**config.mk**
```make
export PLATFORM = sky130hd
export DESIGN_NAME = phase_drv_prot
export DESIGN_NICKNAME = d
export VERILOG_FILES = /design/src/rtl/phase_drv_pkg.sv /design/src/rtl/phase_drv_prot_sync2.sv /design/src/rtl/phase_drv_prot.sv
export SDC_FILE = /design/constraint.sdc
export NUM_CORES = 1
export LEC_CHECK = 0
export CORE_ASPECT_RATIO = 0.7
export CORE_MARGIN = 10
export CORE_UTILIZATION = 48
export CTS_CLUSTER_DIAMETER = 30
export DETAILED_ROUTE_END_ITERATION = 8
export PLACE_DENSITY = 0.79
export SYNTH_ARGS = -nofsm -noshare
export SYNTH_HDL_FRONTEND = slang
export SYNTH_SLANG_ARGS = --single-unit
```
**constraint.sdc**
```tcl
create_clock -name clk -period 1.9 [get_ports clk]
set_clock_uncertainty 0.2 [all_clocks]
set_input_delay 0.285 -clock clk [delete_from_list [all_inputs] [get_ports clk]]
set_output_delay 0.285 -clock clk [all_outputs]
set_load 0.02 [all_outputs]
```
**src/rtl/phase_drv_pkg.sv**
```systemverilog
// ============================================================================
// phase_drv_pkg : shared state encoding and defaults for the phase driver
// Rev 1.0
// ============================================================================
`default_nettype none

package phase_drv_pkg;

  localparam int DEAD_TIME_DEF = 32;
  localparam int OVR_LIMIT_DEF = 2;

  typedef enum logic [1:0] {
    DEAD  = 2'd0,
    DRIVE = 2'd1,
    FAULT = 2'd2
  } state_e;

endpackage

`default_nettype wire

```
**src/rtl/phase_drv_prot_sync2.sv**
```systemverilog
// ============================================================================
// sync2 : generic two-flop synchronizer, asynchronous active-low reset
// Rev 1.0
// ============================================================================
`default_nettype none

module sync2 #(
  parameter int WIDTH = 1
) (
  input  logic             clk,
  input  logic             rst_n,
  input  logic [WIDTH-1:0] d,
  output logic [WIDTH-1:0] q
);

  logic [WIDTH-1:0] meta_q;
  logic [WIDTH-1:0] sync_q;

  always_ff @(posedge clk or negedge rst_n) begin
    if (!rst_n) begin
      meta_q <= '0;
      sync_q <= '0;
    end else begin
      meta_q <= d;
      sync_q <= meta_q;
    end
  end

  assign q = sync_q;

endmodule

`default_nettype wire

```
**src/rtl/phase_drv_prot.sv**
```systemverilog
// ============================================================================
// phase_drv_prot : non-overlapping gate drive with cycle-by-cycle current
//                  chopping and consecutive-period over-current fault latch
// Rev 1.0
// ============================================================================
`default_nettype none

module phase_drv_prot
  import phase_drv_pkg::*;
#(
  parameter int DEAD_TIME = DEAD_TIME_DEF,
  parameter int OVR_LIMIT = OVR_LIMIT_DEF
) (
  input  logic clk,
  input  logic rst_n,
  input  logic PWM_sig,
  input  logic PWM_synch,
  input  logic OVR_I_blank_n,
  input  logic OVR_I,
  input  logic clr_fault,
  output logic high_out,
  output logic low_out,
  output logic fault
);

  localparam logic [5:0] DEAD_LAST = 6'(DEAD_TIME - 1);
  localparam logic [4:0] LIMIT     = 5'(OVR_LIMIT);

  state_e     state_q, state_d;
  logic [5:0] dead_cnt_q, dead_cnt_d;
  logic [3:0] cons_cnt_q, cons_cnt_d;
  logic       chop_q, chop_d;
  logic       per_flag_q, per_flag_d;
  logic       fault_q, fault_d;
  logic       eff_q;
  logic       high_q, high_d;
  logic       low_q, low_d;

  logic ovr_s;
  logic ovr_evt;
  logic eff;
  logic eff_chg;
  logic eval;
  logic trip;
  logic clr_ok;

  sync2 #(.WIDTH(1)) u_sync_ovr (
    .clk   (clk),
    .rst_n (rst_n),
    .d     (OVR_I),
    .q     (ovr_s)
  );

  assign ovr_evt = ovr_s & OVR_I_blank_n;
  assign eff     = PWM_sig & ~chop_q;
  assign eff_chg = eff ^ eff_q;

  // Over-current bookkeeping; a trip on the same edge as a clear keeps the fault.
  always_comb begin
    chop_d     = chop_q;
    per_flag_d = per_flag_q;
    cons_cnt_d = cons_cnt_q;
    fault_d    = fault_q;
    trip       = 1'b0;
    eval       = per_flag_q | ovr_evt;
    if (PWM_synch) begin
      chop_d     = 1'b0;
      per_flag_d = 1'b0;
      if (eval) begin
        trip = (({1'b0, cons_cnt_q} + 5'd1) >= LIMIT);
        if ({1'b0, cons_cnt_q} < LIMIT) begin
          cons_cnt_d = cons_cnt_q + 4'd1;
        end
      end else begin
        cons_cnt_d = 4'd0;
      end
    end else if (ovr_evt) begin
      chop_d     = 1'b1;
      per_flag_d = 1'b1;
    end
    clr_ok = clr_fault && (state_q == FAULT) && !trip;
    if (trip) begin
      fault_d = 1'b1;
    end else if (clr_ok) begin
      fault_d    = 1'b0;
      cons_cnt_d = 4'd0;
      per_flag_d = 1'b0;
      chop_d     = 1'b0;
    end
  end

  // Outputs are only ever enabled as a complementary pair out of DRIVE.
  always_comb begin
    state_d    = state_q;
    dead_cnt_d = dead_cnt_q;
    high_d     = 1'b0;
    low_d      = 1'b0;
    if (fault_d) begin
      state_d    = FAULT;
      dead_cnt_d = 6'd0;
    end else begin
      case (state_q)
        DEAD: begin
          if (eff_chg) begin
            dead_cnt_d = 6'd0;
          end else if (dead_cnt_q == DEAD_LAST) begin
            state_d    = DRIVE;
            dead_cnt_d = 6'd0;
            high_d     = eff_q;
            low_d      = ~eff_q;
          end else begin
            dead_cnt_d = dead_cnt_q + 6'd1;
          end
        end
        DRIVE: begin
          if (eff_chg) begin
            state_d    = DEAD;
            dead_cnt_d = 6'd0;
          end else begin
            high_d = eff_q;
            low_d  = ~eff_q;
          end
        end
        default: begin
          state_d    = DEAD;
          dead_cnt_d = 6'd0;
        end
      endcase
    end
  end

  always_ff @(posedge clk or negedge rst_n) begin
    if (!rst_n) begin
      state_q    <= DEAD;
      dead_cnt_q <= 6'd0;
      cons_cnt_q <= 4'd0;
      chop_q     <= 1'b0;
      per_flag_q <= 1'b0;
      fault_q    <= 1'b0;
      eff_q      <= 1'b0;
      high_q     <= 1'b0;
      low_q      <= 1'b0;
    end else begin
      state_q    <= state_d;
      dead_cnt_q <= dead_cnt_d;
      cons_cnt_q <= cons_cnt_d;
      chop_q     <= chop_d;
      per_flag_q <= per_flag_d;
      fault_q    <= fault_d;
      eff_q      <= eff;
      high_q     <= high_d;
      low_q      <= low_d;
    end
  end

  assign high_out = high_q;
  assign low_out  = low_q;
  assign fault    = fault_q;

endmodule

`default_nettype wire

```
After elaboration in Yosys (flattened, before gate mapping):

Cells that the tools add are included.

* memory bits (writable): 0
* memories: 0
* memory bits (read-only): 0
* bits in latches: 0
* register bits: 20
* input port bits: 7

* equality and inequality tests: 6
* order comparisons: 2
* add/subtract/negate cells: 3
* divide/modulo/power cells: 0
* reductions and logical operators: 5
* multiplexer cells: 37
* bitwise gates (word level): 6
* shifts and indexed selects: 0
* $mul: 0

Operators with widths (number)
* 6-bit 2-to-1 mux: 4
* 1-bit 2-to-1 mux: 20
* 4-bit 2-to-1 mux: 5
* 6-bit case mux with 2 select lines: 1
* 3-bit inequality test (second input constant): 3
* 2-bit 2-to-1 mux: 4
* 6-bit by 1-bit adder with 6-bit output (second input constant): 1
* 6-bit by 5-bit == test with 1-bit output (second input constant): 1
* 4-bit by 1-bit adder with 5-bit output (second input constant): 1
* 5-bit by 2-bit greater-or-equal comparator with 1-bit output (second input constant): 1
* 4-bit by 1-bit adder with 4-bit output (second input constant): 1
* 4-bit by 2-bit < comparator with 1-bit output (second input constant): 1
* 1-bit case mux with 2 select lines: 2
* 2-bit case mux with 2 select lines: 1
* 3-bit AND reduction: 1
* 1-bit bitwise AND: 2
* 2-bit by 1-bit == test with 1-bit output (second input constant): 1
* 2-bit == test (second input constant): 1
* 1-bit logical AND: 2
* 2-bit zero test: 1
* 1-bit inverter: 2
* 1-bit zero test: 1
* 1-bit bitwise OR: 1
* 1-bit XOR: 1

Longest topological paths before layout:

* depth in word-level cells: 10
* depth in mapped cells: 7
* gate-level depth less buffers: 7

By module:

From an unflattened synthesis, not the netlist that was laid out.

* cells, all modules: 93
* area, all modules: 982.2 sq um

By module, submodules not included
* phase_drv_prot: sequential area each 450.4 sq um, times used 1, area each 932.1 sq um, cells each 91
* sync2: sequential area each 50.0 sq um, times used 1, area each 50.0 sq um, cells each 2

Worst setup path after synthesis:

Ideal clock, no wire load.

* path kind: register to register
* start point: register cons_cnt_q[1]
* end point: register state_q[0]
* period minus slack after synthesis: 1.966 ns
* arrival time: 1.645 ns
* stages on the path, launching flop included: 8
* slack: -0.066 ns
* path through: dfrtp_1 -> inv_1 -> ha_1 -> inv_1 -> o31ai_1 -> a21o_2 -> nand2_1 -> a2111oi_1

* word-level cells in the longest chain between the ends: 10
* elaborated cells between the ends (all ways): 13
* classes of those cells: add/sub: 1; order compare: 1; eq/ne: 3; mux: 5; reduce/logical: 3

RTL lines
* from (decl): line phase_drv_prot.sv:31 `logic [3:0] cons_cnt_q, cons_cnt_d;`
* from (signal assigned): line phase_drv_prot.sv:146 `cons_cnt_q <= cons_cnt_d;`
* 4-bit by 1-bit adder with 5-bit output (*): line phase_drv_prot.sv:70 `trip = (({1'b0, cons_cnt_q} + 5'd1) >= LIMIT);`
* 5-bit by 2-bit greater-or-equal comparator with 1-bit output (*): line phase_drv_prot.sv:70
* 1-bit 2-to-1 mux (*): line phase_drv_prot.sv:69 `if (eval) begin`
* 1-bit 2-to-1 mux (*): line phase_drv_prot.sv:66 `if (PWM_synch) begin`
* 1-bit zero test: line phase_drv_prot.sv:81 `clr_ok = clr_fault && (state_q == FAULT) && !trip;`
* 1-bit logical AND: line phase_drv_prot.sv:81
* 1-bit 2-to-1 mux: line phase_drv_prot.sv:84 `end else if (clr_ok) begin`
* 1-bit 2-to-1 mux (*): line phase_drv_prot.sv:82 `if (trip) begin`
* 3-bit inequality test (no source line)
* 3-bit AND reduction (no source line)
* to (signal assigned): line phase_drv_prot.sv:144 `state_q <= state_d;`
* to (decl): line phase_drv_prot.sv:29 `state_e state_q, state_d;`

Every way passes the cells marked *; elsewhere a longest branch is shown, timed or not.
A chain may end at the register's enable or synchronous reset.

Worst setup path after layout:

* start point: register cons_cnt_q[0]
* end point: register dead_cnt_q[3]

* word-level cells in the longest chain between the ends: 9
* elaborated cells between the ends (all ways): 10
* classes of those cells: add/sub: 1; order compare: 1; eq/ne: 1; mux: 5; reduce/logical: 2

RTL lines
* 4-bit by 1-bit adder with 5-bit output (*): line phase_drv_prot.sv:70
* 5-bit by 2-bit greater-or-equal comparator with 1-bit output (*): line phase_drv_prot.sv:70
* 1-bit 2-to-1 mux (*): line phase_drv_prot.sv:69
* 1-bit 2-to-1 mux (*): line phase_drv_prot.sv:66
* 1-bit zero test: line phase_drv_prot.sv:81
* 1-bit logical AND: line phase_drv_prot.sv:81
* 1-bit 2-to-1 mux: line phase_drv_prot.sv:84
* 1-bit 2-to-1 mux (*): line phase_drv_prot.sv:82
* 3-bit inequality test (no source line) / 6-bit 2-to-1 mux (equally long branches)
* to (signal assigned): line phase_drv_prot.sv:145 `dead_cnt_q <= dead_cnt_d;`
* to (decl): line phase_drv_prot.sv:30 `logic [5:0] dead_cnt_q, dead_cnt_d;`

Marks and branches as above.

==> results.md <==
- The run finished, with violations left.
- The final reports fail on setup timing.
- Data arrives at the worst endpoint at 2.11 ns.
- At the end of the flow the core is filled with cells to 74.3%.
- The detail route stage leaves a number of antenna-violating nets equal to 0.
- The number of distinct library cells after synthesis is 35.
- Of all nets on the critical path, the largest fanout is 5.
- The antenna diode count is 0.
- The count of nets after finishing is 140.
- The Yosys step of the flow raised 0 warnings.
- Adding up every negative setup slack in the final design gives -0.752 ns.
- The library cells used most frequently in the layout, excluding fill and tap cells, are dfrtp_1, buf_4, nor2_1, inv_1, clkdlybuf4s50_1.
- The most common cell after layout, fill and taps aside is dfrtp_1.
- The layout filler cell count is 101.
- The floorplan step defined a core boundary enclosing 0.00189 sq mm.
- After synthesis the netlist holds a flip-flop and latch count of 20.
- The wire length reported by the detailed router is 3120 um.
- The HPWL after detailed placement is 1680 um.
- For this block, the initial DRC count from the detailed router was 123.
- Clock tree synthesis found a total of 20 sinks.
- The maximum vdd ir drop is 0.780 mV.
- The critical path is of the flip-flop to flip-flop type.
- The first global-routing pass estimated 4150 um of wire.
- The number of nets handed over by synthesis was 107.
- Yosys mapped a number of flops with a built-in enable equal to 0.
- The instance count of the mapped netlist is 95.
- The power per standard cell area is 1100 mW/mm^2.
- The shortest clock period the worst path allows after layout is 2.07 ns.
- The initialized floorplan defines 13 standard-cell rows.
- In the routed layout, each cell is associated on average with a via count of 6.39.
- The number of DRC violations after detailed routing is 0.
- The initial antenna violation count is 0.
- The TritonCTS clock tree is done.
- The overall fraction of global-route tracks in use is 12.3%.
- The startpoint class of the critical path is a flip-flop.
- The share of cells above drive strength 1 is 38.1%.
- The master cell of the clock root buffer is clkbuf_4.
- The worst hold path belongs to the class input port to asynchronous set/reset pin.
- The count of buffers added on input and output ports is 9.
- After detailed routing, the average wire length per cell comes to 21.1 um.
- The max-slew violation total from the final report is 0.
- STA classifies the critical path endpoint as a flip-flop.
- The routed via count is 946.
- Of the available clock period, the critical path in the final layout requires 109%.
- In the synthesized netlist the dominant register cell turns out to be dfrtp_1.
- Setup repair after global routing could not meet its margin everywhere.
- The number of hold violations in the final report is 0.
- The floorplan step defined a die boundary enclosing 0.00425 sq mm.
- In this run the tightest slew margin relative to its limit is 69.2%.
- Clock latency on the worst-skew pair, taken at its later pin, is 0.30 ns.
- The async set-reset flop share out of synthesis is 100%.
- Based on the critical path, the design can be clocked at up to 483 MHz.
- Once the floorplan was initialized, standard cells occupied 51.4% of the core.
- The clock input transition at the sequential cells of the worst setup and hold paths is 0.11 ns.
- The average cell area after synthesis is 10.2 sq um.
- After layout, the worst setup slack is -0.171 ns.
- The H-tree depth is 1.
- The number of hold-repair buffers added at the cts stage is 0.
- Setup violations remaining at the end of the flow were counted as 9.
- The vertical extent of the die is 57.6 um.
- Hold timing on the final database bottoms out at a slack of 0.106 ns.
- The detailed-router iteration count before antenna repair is 4.
- The I/O pin count is 10.
- The standby leakage power is 0.605 nW.
- The number of global-route vias before repair is 906.
- The CTS buffer count is 3.
- At the end of routability-driven placement, the weighted congestion stood at 0.929.
- The buffer depth of the longest clock path is 2.
- At the worst endpoint, the required time is 1.94 ns.
- The sequential area share after synthesis is 51.6%.
- Relative to the synthesized area, the layout overhead comes to 44.6%.
- For the pin with the worst max-slew slack, the measured transition is 0.462 ns.
- Entering global routing, the biggest net connects 21 pins.
- The total overflow left after global routing is 0.
- The synthesized netlist occupies a cell area of 970 sq um.
- The floorplan step set the die width to 73.7 um.
- Across the run, the number of max-cap violations was 0.
[stage by stage]
step | cells | power, mW | instance area [sq um] | setup WS (ns)
2_1_floorplan | 95 | 0.798 | 975 | 0.0148
3_3_place_gp | 134 | 0.963 | 1160 | -0.290
3_5_place_dp | 134 | 0.992 | 1160 | -0.480
4_1_cts | 143 | 1.34 | 1290 | -0.0313
5_1_grt | 148 | 1.61 | 1400 | -0.209
6_report | 148 | 1.54 | 1400 | -0.171
[cell usage after synthesis (all sizes together), types with 2 or more instances]
library cell  count  area, sq um
nand2             6         22.5
a22o              2         20.0
a21oi             4         23.8
o21ai             4         23.8
nor2             11         41.3
nor3              7         40.0
dfrtp            20          500
nor4              2         12.5
nand2b            2         12.5
xnor2             2         17.5
inv               9         33.8
ha                5         62.6
nand3             3         15.0
[critical path, stage by stage (launching register included)]
cell and delay [ns]:
dfrtp_2 0.47, ha_4 0.28, inv_2 0.04, o31ai_4 0.29, buf_6 0.15, a21oi_4 0.09, nor3_4 0.26, a221o_1 0.23
[cell families (layout without fill, tap and decap cells)]
group                      count (synthesis)  after routing  share of synthesized area, %
xor gates and xnor gates                   3              3                          2.71
buffers and inverters                     10             41                          3.87
adders and majority gates                  5              5                          6.45
DFF                                       20             20                          51.6
and+or+nand+nor                           36             36                          18.6
AOI/OAI and AO/OA                         21             21                          16.8
[per-layer routing]
metal  GRT usage, %  wire length [um]  vias up
met5              0                 0        -
met4           3.18                89        0
met3           5.18               369       10
met2           19.3              1460       70
met1           15.0              1200      460
li1               -                 -      406
[repair_timing]
| action | CTS | global route |
|---|---|---|
| setup buffers | 6 | 5 |
| resized for setup | 17 | 13 |
| pin swaps | 12 | 7 |
| gates cloned | 0 | 0 |
| endpoints found under the setup margin | 9 | 15 |
[final timing paths]
path / from / endpoint / slack, ns / cells after the start
min in group clk: u_sync_ovr.meta_q / u_sync_ovr.q / 0.16 / 0
max in group asynchronous: rst_n / cons_cnt_q[0] / 1.16 / 2
min: rst_n / low_out / 0.11 / 2
max: cons_cnt_q[0] / dead_cnt_q[3] / -0.17 / 7
max reg2reg: cons_cnt_q[0] / dead_cnt_q[3] / -0.17 / 7
min reg2reg: u_sync_ovr.meta_q / u_sync_ovr.q / 0.16 / 0
[report_power, final]
group	switching, mW	internal [mW]	leakage, nW	total (mW)
Clock	0.125	0.0740	0.0138	0.199
Sequential	0.106	0.489	0.264	0.596
Combinational	0.382	0.366	0.327	0.748
[flip-flops by register name, indices dropped and copies added, names as in the netlist]
name,count
chop_q,1
cons_cnt_q,4
dead_cnt_q,6
eff_q,1
fault,1
high_out,1
low_out,1
per_flag_q,1
state_q,2
u_sync_ovr.meta_q,1
u_sync_ovr.q,1
[area by class of cell]
cell class | count | area, sq um | share of cell area (%)
Clock buffer | 3 | 22.5 | 1.61
Timing Repair Buffer | 29 | 249 | 17.8
Inverter | 9 | 33.8 | 2.41
Tap cell | 22 | 27.5 | 1.96
Sequential cell | 20 | 502 | 35.8
Multi-Input combinational cell | 65 | 568 | 40.5
Power figures use the tool's default switching activity.
